File: src/rtl/vec_check_seq.sv
// Test-vector sequencer: reads operand/expected triples from three shared-address
// ROMs, runs each pair through an external engine and counts result mismatches.
module vec_check_seq #(
  parameter int DATA_W  = 64,
  parameter int NUM_VEC = 22,
  parameter int ADDR_W  = 5,
  parameter int CNT_W   = 6,
  parameter int TMO_W   = 10,
  parameter int TIMEOUT = 1023
) (
  input  logic              ap_clk,
  input  logic              ap_rst_n,
  input  logic              ap_start,
  input  logic              stop_on_fail,
  output logic              ap_done,
  output logic              ap_ready,
  output logic              ap_idle,
  output logic [CNT_W-1:0]  ap_return,
  output logic              fail_valid,
  output logic [ADDR_W-1:0] fail_first_idx,
  output logic              timeout_flag,
  output logic [ADDR_W-1:0] vec_addr,
  output logic              vec_ce,
  input  logic [DATA_W-1:0] a_q,
  input  logic [DATA_W-1:0] b_q,
  input  logic [DATA_W-1:0] exp_q,
  output logic              eng_start,
  output logic [DATA_W-1:0] eng_a,
  output logic [DATA_W-1:0] eng_b,
  input  logic              eng_done,
  input  logic [DATA_W-1:0] eng_result
);

  typedef enum logic [2:0] {
    S_IDLE, S_FETCH, S_LATCH, S_CALL, S_WAIT, S_CHECK, S_DONE
  } state_e;

  localparam logic [ADDR_W-1:0] LAST_IDX = ADDR_W'(NUM_VEC - 1);
  localparam logic [TMO_W-1:0]  TMO_LAST = TMO_W'(TIMEOUT - 1);

  function automatic logic [CNT_W-1:0] sat_inc(input logic [CNT_W-1:0] v);
    return (&v) ? v : v + CNT_W'(1);
  endfunction

  state_e              state_q, state_d;
  logic [ADDR_W-1:0]   idx_q, idx_d;
  logic [CNT_W-1:0]    cnt_q, cnt_d;
  logic                fvld_q, fvld_d;
  logic [ADDR_W-1:0]   fidx_q, fidx_d;
  logic                tflag_q, tflag_d;
  logic                sof_q, sof_d;
  logic [DATA_W-1:0]   a_r_q, a_r_d;
  logic [DATA_W-1:0]   b_r_q, b_r_d;
  logic [DATA_W-1:0]   exp_r_q, exp_r_d;
  logic [DATA_W-1:0]   res_r_q, res_r_d;
  logic [TMO_W-1:0]    wd_q, wd_d;
  logic                tmo_q, tmo_d;
  logic                mism;

  // A timed-out call counts as a mismatch regardless of the stale res_r.
  assign mism = (res_r_q != exp_r_q) || tmo_q;

  always_comb begin
    state_d = state_q;
    idx_d   = idx_q;
    cnt_d   = cnt_q;
    fvld_d  = fvld_q;
    fidx_d  = fidx_q;
    tflag_d = tflag_q;
    sof_d   = sof_q;
    a_r_d   = a_r_q;
    b_r_d   = b_r_q;
    exp_r_d = exp_r_q;
    res_r_d = res_r_q;
    wd_d    = wd_q;
    tmo_d   = tmo_q;
    unique case (state_q)
      S_IDLE: begin
        if (ap_start) begin
          idx_d   = '0;
          cnt_d   = '0;
          fvld_d  = 1'b0;
          fidx_d  = '0;
          tflag_d = 1'b0;
          sof_d   = stop_on_fail;
          state_d = S_FETCH;
        end
      end
      S_FETCH: state_d = S_LATCH;
      S_LATCH: begin
        a_r_d   = a_q;
        b_r_d   = b_q;
        exp_r_d = exp_q;
        state_d = S_CALL;
      end
      S_CALL: begin
        wd_d    = '0;
        tmo_d   = 1'b0;
        state_d = S_WAIT;
      end
      S_WAIT: begin
        if (eng_done) begin
          res_r_d = eng_result;
          state_d = S_CHECK;
        end else if (wd_q == TMO_LAST) begin
          tmo_d   = 1'b1;
          tflag_d = 1'b1;
          state_d = S_CHECK;
        end else begin
          wd_d = wd_q + TMO_W'(1);
        end
      end
      S_CHECK: begin
        if (mism) begin
          cnt_d = sat_inc(cnt_q);
          if (!fvld_q) begin
            fvld_d = 1'b1;
            fidx_d = idx_q;
          end
        end
        if (idx_q == LAST_IDX || (mism && sof_q)) begin
          state_d = S_DONE;
        end else begin
          idx_d   = idx_q + ADDR_W'(1);
          state_d = S_FETCH;
        end
      end
      S_DONE:  state_d = S_IDLE;
      default: state_d = S_IDLE;
    endcase
  end

  always_ff @(posedge ap_clk or negedge ap_rst_n) begin
    if (!ap_rst_n) begin
      state_q <= S_IDLE;
      idx_q   <= '0;
      cnt_q   <= '0;
      fvld_q  <= 1'b0;
      fidx_q  <= '0;
      tflag_q <= 1'b0;
      sof_q   <= 1'b0;
      a_r_q   <= '0;
      b_r_q   <= '0;
      exp_r_q <= '0;
      res_r_q <= '0;
      wd_q    <= '0;
      tmo_q   <= 1'b0;
    end else begin
      state_q <= state_d;
      idx_q   <= idx_d;
      cnt_q   <= cnt_d;
      fvld_q  <= fvld_d;
      fidx_q  <= fidx_d;
      tflag_q <= tflag_d;
      sof_q   <= sof_d;
      a_r_q   <= a_r_d;
      b_r_q   <= b_r_d;
      exp_r_q <= exp_r_d;
      res_r_q <= res_r_d;
      wd_q    <= wd_d;
      tmo_q   <= tmo_d;
    end
  end

  assign ap_done        = (state_q == S_DONE);
  assign ap_ready       = (state_q == S_DONE);
  assign ap_idle        = (state_q == S_IDLE) && !ap_start;
  assign ap_return      = cnt_q;
  assign fail_valid     = fvld_q;
  assign fail_first_idx = fidx_q;
  assign timeout_flag   = tflag_q;
  assign vec_addr       = idx_q;
  assign vec_ce         = (state_q == S_FETCH);
  assign eng_start      = (state_q == S_CALL);
  assign eng_a          = a_r_q;
  assign eng_b          = b_r_q;

endmodule

File: config.mk
export PLATFORM = sky130hd
export DESIGN_NAME = vec_check_seq
export DESIGN_NICKNAME = d
export VERILOG_FILES = /design/src/rtl/vec_check_seq.sv
export SDC_FILE = /design/constraint.sdc
export NUM_CORES = 1
export LEC_CHECK = 0
export BUFFER_PORTS_ARGS = -buffer_cell sky130_fd_sc_hd__buf_4
export CAP_MARGIN = 20
export CELL_PAD_IN_SITES_DETAIL_PLACEMENT = 1
export CELL_PAD_IN_SITES_GLOBAL_PLACEMENT = 1
export CORE_UTILIZATION = 36
export DETAILED_ROUTE_END_ITERATION = 8
export PLACE_DENSITY = 0.82
export SYNTH_ARGS = -nofsm -noshare
export SYNTH_HDL_FRONTEND = slang
export SYNTH_SLANG_ARGS = --single-unit
export TNS_END_PERCENT = 20
File: constraint.sdc
create_clock -name ap_clk -period 2.1 [get_ports ap_clk]
set_input_delay 0.105 -clock ap_clk [delete_from_list [all_inputs] [get_ports ap_clk]]
set_output_delay 0.105 -clock ap_clk [all_outputs]
set_load 0.05 [all_outputs]
# Yosys cells after proc, flatten, opt, wreduce, memory -nomap -nowiden
# Cells that the tools add are included.
word_totals:
  reg_bits: 289
  word_cells: 79
op_classes:
  n_addsub: 3
  mux: 25
  eq_ne: 18
  reduce_logical: 20
ops:
  columns: ["operator", "n"]
  rows:
  - ["inequality test 64 bit", 1]
  - ["two-way mux 10 bit", 2]
  - ["two-way mux 5 bit", 4]
  - ["case mux 10 bit (2 select lines)", 1]
  - ["case mux 5 bit (2 select lines)", 2]
  - ["two-way mux 6 bit", 3]
  - ["case mux 3 bit (6 select lines)", 1]
  - ["inequality test 2 bit, second input constant", 8]
  - ["two-way mux 3 bit", 4]
  - ["case mux 6 bit (2 select lines)", 1]
  - ["AND reduction 3 bit", 4]
  - ["AND reduction 4 bit", 3]
  - ["adder 10 x 1 -> 10 bit, second input constant", 1]
  - ["equality test 10 bit, second input constant", 1]
  - ["equality test 3 bit, second input constant", 3]
  - ["adder 6 x 1 -> 6 bit, second input constant", 1]
  - ["equality test 3 x 2 -> 1 bit, second input constant", 2]
  - ["case mux 1 bit (2 select lines)", 3]
  - ["AND reduction 2 bit", 3]
  - ["AND reduction 6 bit", 1]
  - ["nonzero test 2 bit", 3]
  - ["adder 5 x 1 -> 5 bit, second input constant", 1]
  - ["equality test 5 bit, second input constant", 1]
  - ["two-way mux 1 bit", 4]
  - ["other kinds (6)", 8]

# Depth between registers and ports, before layout
logic_depth:
  ltp_word: 6
  depth_mapped: 9
  depth_no_buf: 9

# Worst setup path before layout
# OpenSTA, ideal clock, no wires.
synth_timing:
  kind: "flip-flop to output port"
  startpoint: "register state_q[1]"
  endpoint: "output ap_idle"
  path_slack_ns: -0.091
  path_stages_with_launch: 3
  t_required_ns: 1.995
  arrival_time_ns: 2.086
  path_cell_list: "dfrtp_1 buf_2 nor4_1"
synth_between:
  elab_chain_cells: 2
synth_rtl:
  columns: ["element", "line", "text"]
  rows:
  - ["start, declared", "45", "state_e state_q, state_d;"]
  - ["start signal, assigned", "149", "state_q <= state_d;"]
  - ["zero test 3 bit", "167", "assign ap_idle = (state_q == S_IDLE) && !ap_start;"]
  - ["logical AND 1 bit", "167", null]
  - ["end, declared", "17", "output logic ap_idle,"]
# Every way passes these cells.

# Final worst setup path
layout_timing:
  startpoint: "register exp_r_q[22]"
  endpoint: "register idx_q[2] (netlist: vec_addr[2])"
layout_between:
  elab_chain_cells: 6
layout_rtl:
  columns: ["element", "line", "text"]
  rows:
  - ["start, declared", "54", "logic [DATA_W-1:0] exp_r_q, exp_r_d;"]
  - ["start signal, assigned", "158", "exp_r_q <= exp_r_d;"]
  - ["inequality test 64 bit", "61", "assign mism = (res_r_q != exp_r_q) || tmo_q;"]
  - ["logical OR 1 bit", "61", null]
  - ["logical AND 1 bit", "121", "if (idx_q == LAST_IDX || (mism && sof_q)) begin"]
  - ["logical OR 1 bit", "121", null]
  - ["inequality test 2 bit (no line)", null, null]
  - ["AND reduction 3 bit (no line)", null, null]
  - ["end signal, assigned", "150", "idx_q <= idx_d;"]
  - ["end, declared", "46", "logic [ADDR_W-1:0] idx_q, idx_d;"]
# Every way passes these cells.
# A chain may end at the register's enable or synchronous reset.

==> flow_summary_export.csv <==
group,metric,value,unit
timing,timing.final.ws_setup,-0.164,ns
timing,layout_min_cycle_time,2.26,ns
cts,clock_latency,0.51,ns
logic_synthesis,ff_latch_count_synth,289,
logic_synthesis,synth_top_flop_cell,"dfrtp_1",
logic_synthesis,synthMostInstantiatedCell,"dfrtp_1",
setup_path,r2r_start,"exp_r_q[22]$_DFFE_PN0P_",
cts,cts_tree,"yes",
route,drt-wirelength-per-cell,24.4,µm
route,route.met2.wl,27200,µm
logic_synthesis,synth.top_cells.by_area,"dfrtp_1, mux2_2, xnor2_1",
timing,worst_slew_margin_rel,0.685,
power,cellPowerDensity,1620,nW/µm²
grt,grt_max_degree,66,
floorplanning,rows,66,
setup_path,worst_setup_path_end_kind,"flip-flop",
grt,first_pass_grt_wire_length,73000,µm
logic_synthesis,synth_seq_area_share,0.605,
floorplanning,fp.dieH,184,µm
timing,clock.fmax,442,MHz
logic_synthesis,synthDistinctLibCells,52,
floorplanning,initial_standard_cell_utilization_of_the_core,0.366,
logic_synthesis,synth_largest_area_cell,"dfrtp_1",
cts,root_buffer,"clkbuf_16",
outcome,status,"complete, but fails checks",
logic_synthesis,synth_enable_flop_cells,0,
power,ir_drop,1120,µV
layout,finalNetCount,1798,
placed_design,port-buffer-count,411,
floorplanning,die_area,33900,µm²
timing,finalSetupViolCount,14,
setup_path,criticalPathCategory,"reg2reg",
logic_synthesis,syn_avg_cell_area,14.4,µm²
setup_path,reg2regPathDepth,9,
route,violation_count_after_the_first_detailed_routing_iteration,318,
timing,grt_setup_unrepaired,"yes",
floorplanning,io_pins,412,
cts,cts_inserted_buffers,34,
logic_synthesis,synthDominantCellAreaShare,0.605,
power,cellLeakagePower,0.00883,µW
timing,hold_viol,0,
layout,n_fill_cell,3202,
setup_path,critPathMaxFanout,6,
timing,max_slew.worst_pin.slew,0.473,ns
job,cap_viol_max_count,0,
logic_synthesis,count_of_yosys_warnings_during_synthesis,0,
grt,track_usage,0.289,
route,wl_met3,2420,µm
route,avgViaCountPerCell,4.95,
timing,timing.setup.tns,-1.21,ns
cts,path_clk_slew,0.06,ns
route,wl,48900,µm
setup_path,timing.critical_path.required,2.45,ns
min_path,worstHoldEndpoint,"state_q[0]$_DFFE_PN0P_",
route,postRouteAntennaNets,0,
route,detail_route.wirelength.met1,17100,µm
route,remaining_drc_errors,0,
logic_synthesis,syn-cell-area,12000,µm²
placed_design,detailed_place_hpwl,26400,µm
route,highest_layer,"met4",
min_path,timing.hold.worst.start,"ap_start",
placed_design,gp_congestion,0.807,
timing,worst_clock_skew,0.0308,ns
timing,slew_violations,0,
logic_synthesis,mappedNetlistNets,1094,
grt,grt_overflow_total,0,
floorplanning,dieWidth,184,µm
placed_design,pre_cts_ws,-0.123,ns
route,routed_vias,9908,
setup_path,worstReg2RegEnd,"vec_addr[2]$_DFFE_PN0P_",
cts,number_of_sinks_handled_by_clock_tree_synthesis,289,
route,drt_first_pass_iters,4,
layout,synthToLayoutAreaGrowth,63.2,%
logic_synthesis,syn-instance-count,828,
cts,clock_tree.htree_level_count,2,
setup_path,worst-r2r-setup-slack,-0.16,ns
setup_path,startpoint_type,"flip-flop",
timing,min_period_over_period,1.08,
floorplanning,floorplan.core_area,32600,µm²
logic_synthesis,ys_top_cells_by_count,"dfrtp_1, mux2_2, xnor2_1",
grt,grt_antenna_before_repair,11,
min_path,hold_path_class,"in2reg",
min_path,worst_hold_path.num_cells,4,
grt,first_global_vias,11800,
layout,layout_cells_sized_above_1,0.495,
setup_path,critPathArrivalTime,2.62,ns
cts,ctsLongestPathBuffers,3,
logic_synthesis,async_reset_ff_frac,1.00,
outcome,failing_checks,"negative setup slack",
## timing repair
action                                 in CTS  in global routing
setup endpoints to repair                  16                 22
endpoints found under the hold margin     523                  0
pin swaps                                  12                  4
setup buffers                               0                  1
hold buffers                              259                  0
gates resized for setup                     6                  9
## final cells by class
type / count / area [µm²] / share of cell area
Tap cell: 442 / 553 / 0.0284
Clock inverter: 6 / 37.5 / 0.00192
Multi-Input combinational cell: 491 / 4610 / 0.236
Antenna cell: 11 / 27.5 / 0.00141
Sequential cell: 289 / 7230 / 0.371
Timing Repair Buffer: 704 / 6070 / 0.311
Inverter: 12 / 45.0 / 0.00231
Clock buffer: 48 / 935 / 0.0479
## sequential cells by signal (all words and copies together) (netlist names)
register,flops
eng_a,64
eng_b,64
exp_r_q,64
res_r_q,64
wd_q,10
ap_return,6
fail_first_idx,5
vec_addr,5
state_q,3
fail_valid,1
sof_q,1
timeout_flag,1
tmo_q,1
## metrics by stage
| stage | utilization | cells | power [µW] | instance area [µm²] | hold slack (ns) |
|---|---|---|---|---|---|
| 4_1_cts | 0.595 | 1991 | 30500 | 19400 | 0.0527 |
| 3_3_place_gp | 0.485 | 1678 | 23900 | 15800 | 0.0636 |
| 5_1_grt | 0.598 | 2001 | 32800 | 19500 | 0.0969 |
| 3_5_place_dp | 0.485 | 1678 | 24500 | 15800 | 0.0622 |
| 2_1_floorplan | - | 828 | 19700 | 12000 | -0.191 |
| 6_report | 0.598 | 2003 | 31600 | 19500 | 0.0697 |
## kinds of logic after synthesis
group | share of synthesized area
xor gates and xnor gates | 0.0440
and+or+nand+nor | 0.0586
adders and majority gates | 0.00523
muxes | 0.245
AOI/OAI and AO/OA | 0.0248
DFF | 0.605
buffers and inverters | 0.0174
## cell usage in the layout, fill, tap and decap left out, types with 12 or more instances in the layout
| cell | Yosys | final |
|---|---|---|
| nand2_1 | 27 | 27 |
| nand4_1 | 19 | 19 |
| dlygate4sd3_1 | 0 | 259 |
| dfrtp_1 | 289 | 289 |
| clkbuf_16 | 0 | 35 |
| xnor2_1 | 54 | 50 |
| mux2_2 | 252 | 252 |
| buf_4 | 1 | 434 |
| nor2_1 | 21 | 20 |
| clkbuf_1 | 11 | 12 |
## routing by layer
layer  up-vias  GRT usage
met1      5036      0.302
li1       4348          -
met3       136     0.0579
met5         -          0
met2       388      0.554
met4         0      0.128
## worst max-delay path, cell delays in order (launching register included)
cell and delay (ns):
dfrtp_1 0.42, xnor2_2 0.23, nand4_1 0.16, nor4_2 0.29, buf_4 0.17, nand4_1 0.19
o21ai_4 0.24, buf_12 0.14, nand4_1 0.11, mux2i_1 0.16
## worst max-delay path by stage
stage | start | end | slack (ns) | depth (start not counted)
6_report | exp_r_q[22]$_DFFE_PN0P_ | vec_addr[2]$_DFFE_PN0P_ | -0.16 | 9
5_1_grt | exp_r_q[22]$_DFFE_PN0P_ | vec_addr[2]$_DFFE_PN0P_ | -0.28 | 9
4_1_cts | res_r_q[23]$_DFFE_PN0P_ | vec_addr[2]$_DFFE_PN0P_ | -0.07 | 9
3_5_place_dp | exp_r_q[19]$_DFFE_PN0P_ | vec_addr[2]$_DFFE_PN0P_ | -0.12 | 9
3_3_place_gp | exp_r_q[17]$_DFFE_PN0P_ | vec_addr[3]$_DFFE_PN0P_ | -0.1 | 9
2_1_floorplan | exp_r_q[51]$_DFFE_PN0P_ | ap_return[0]$_DFFE_PN0P_ | 0.07 | 7
## report_power, final
group | internal (µW) | switching [µW]
clock network | 3090 | 2430
logic | 6430 | 9240
registers | 8240 | 2210
total | 17800 | 13900
Note: power is estimated with default switching activity, not from simulation.
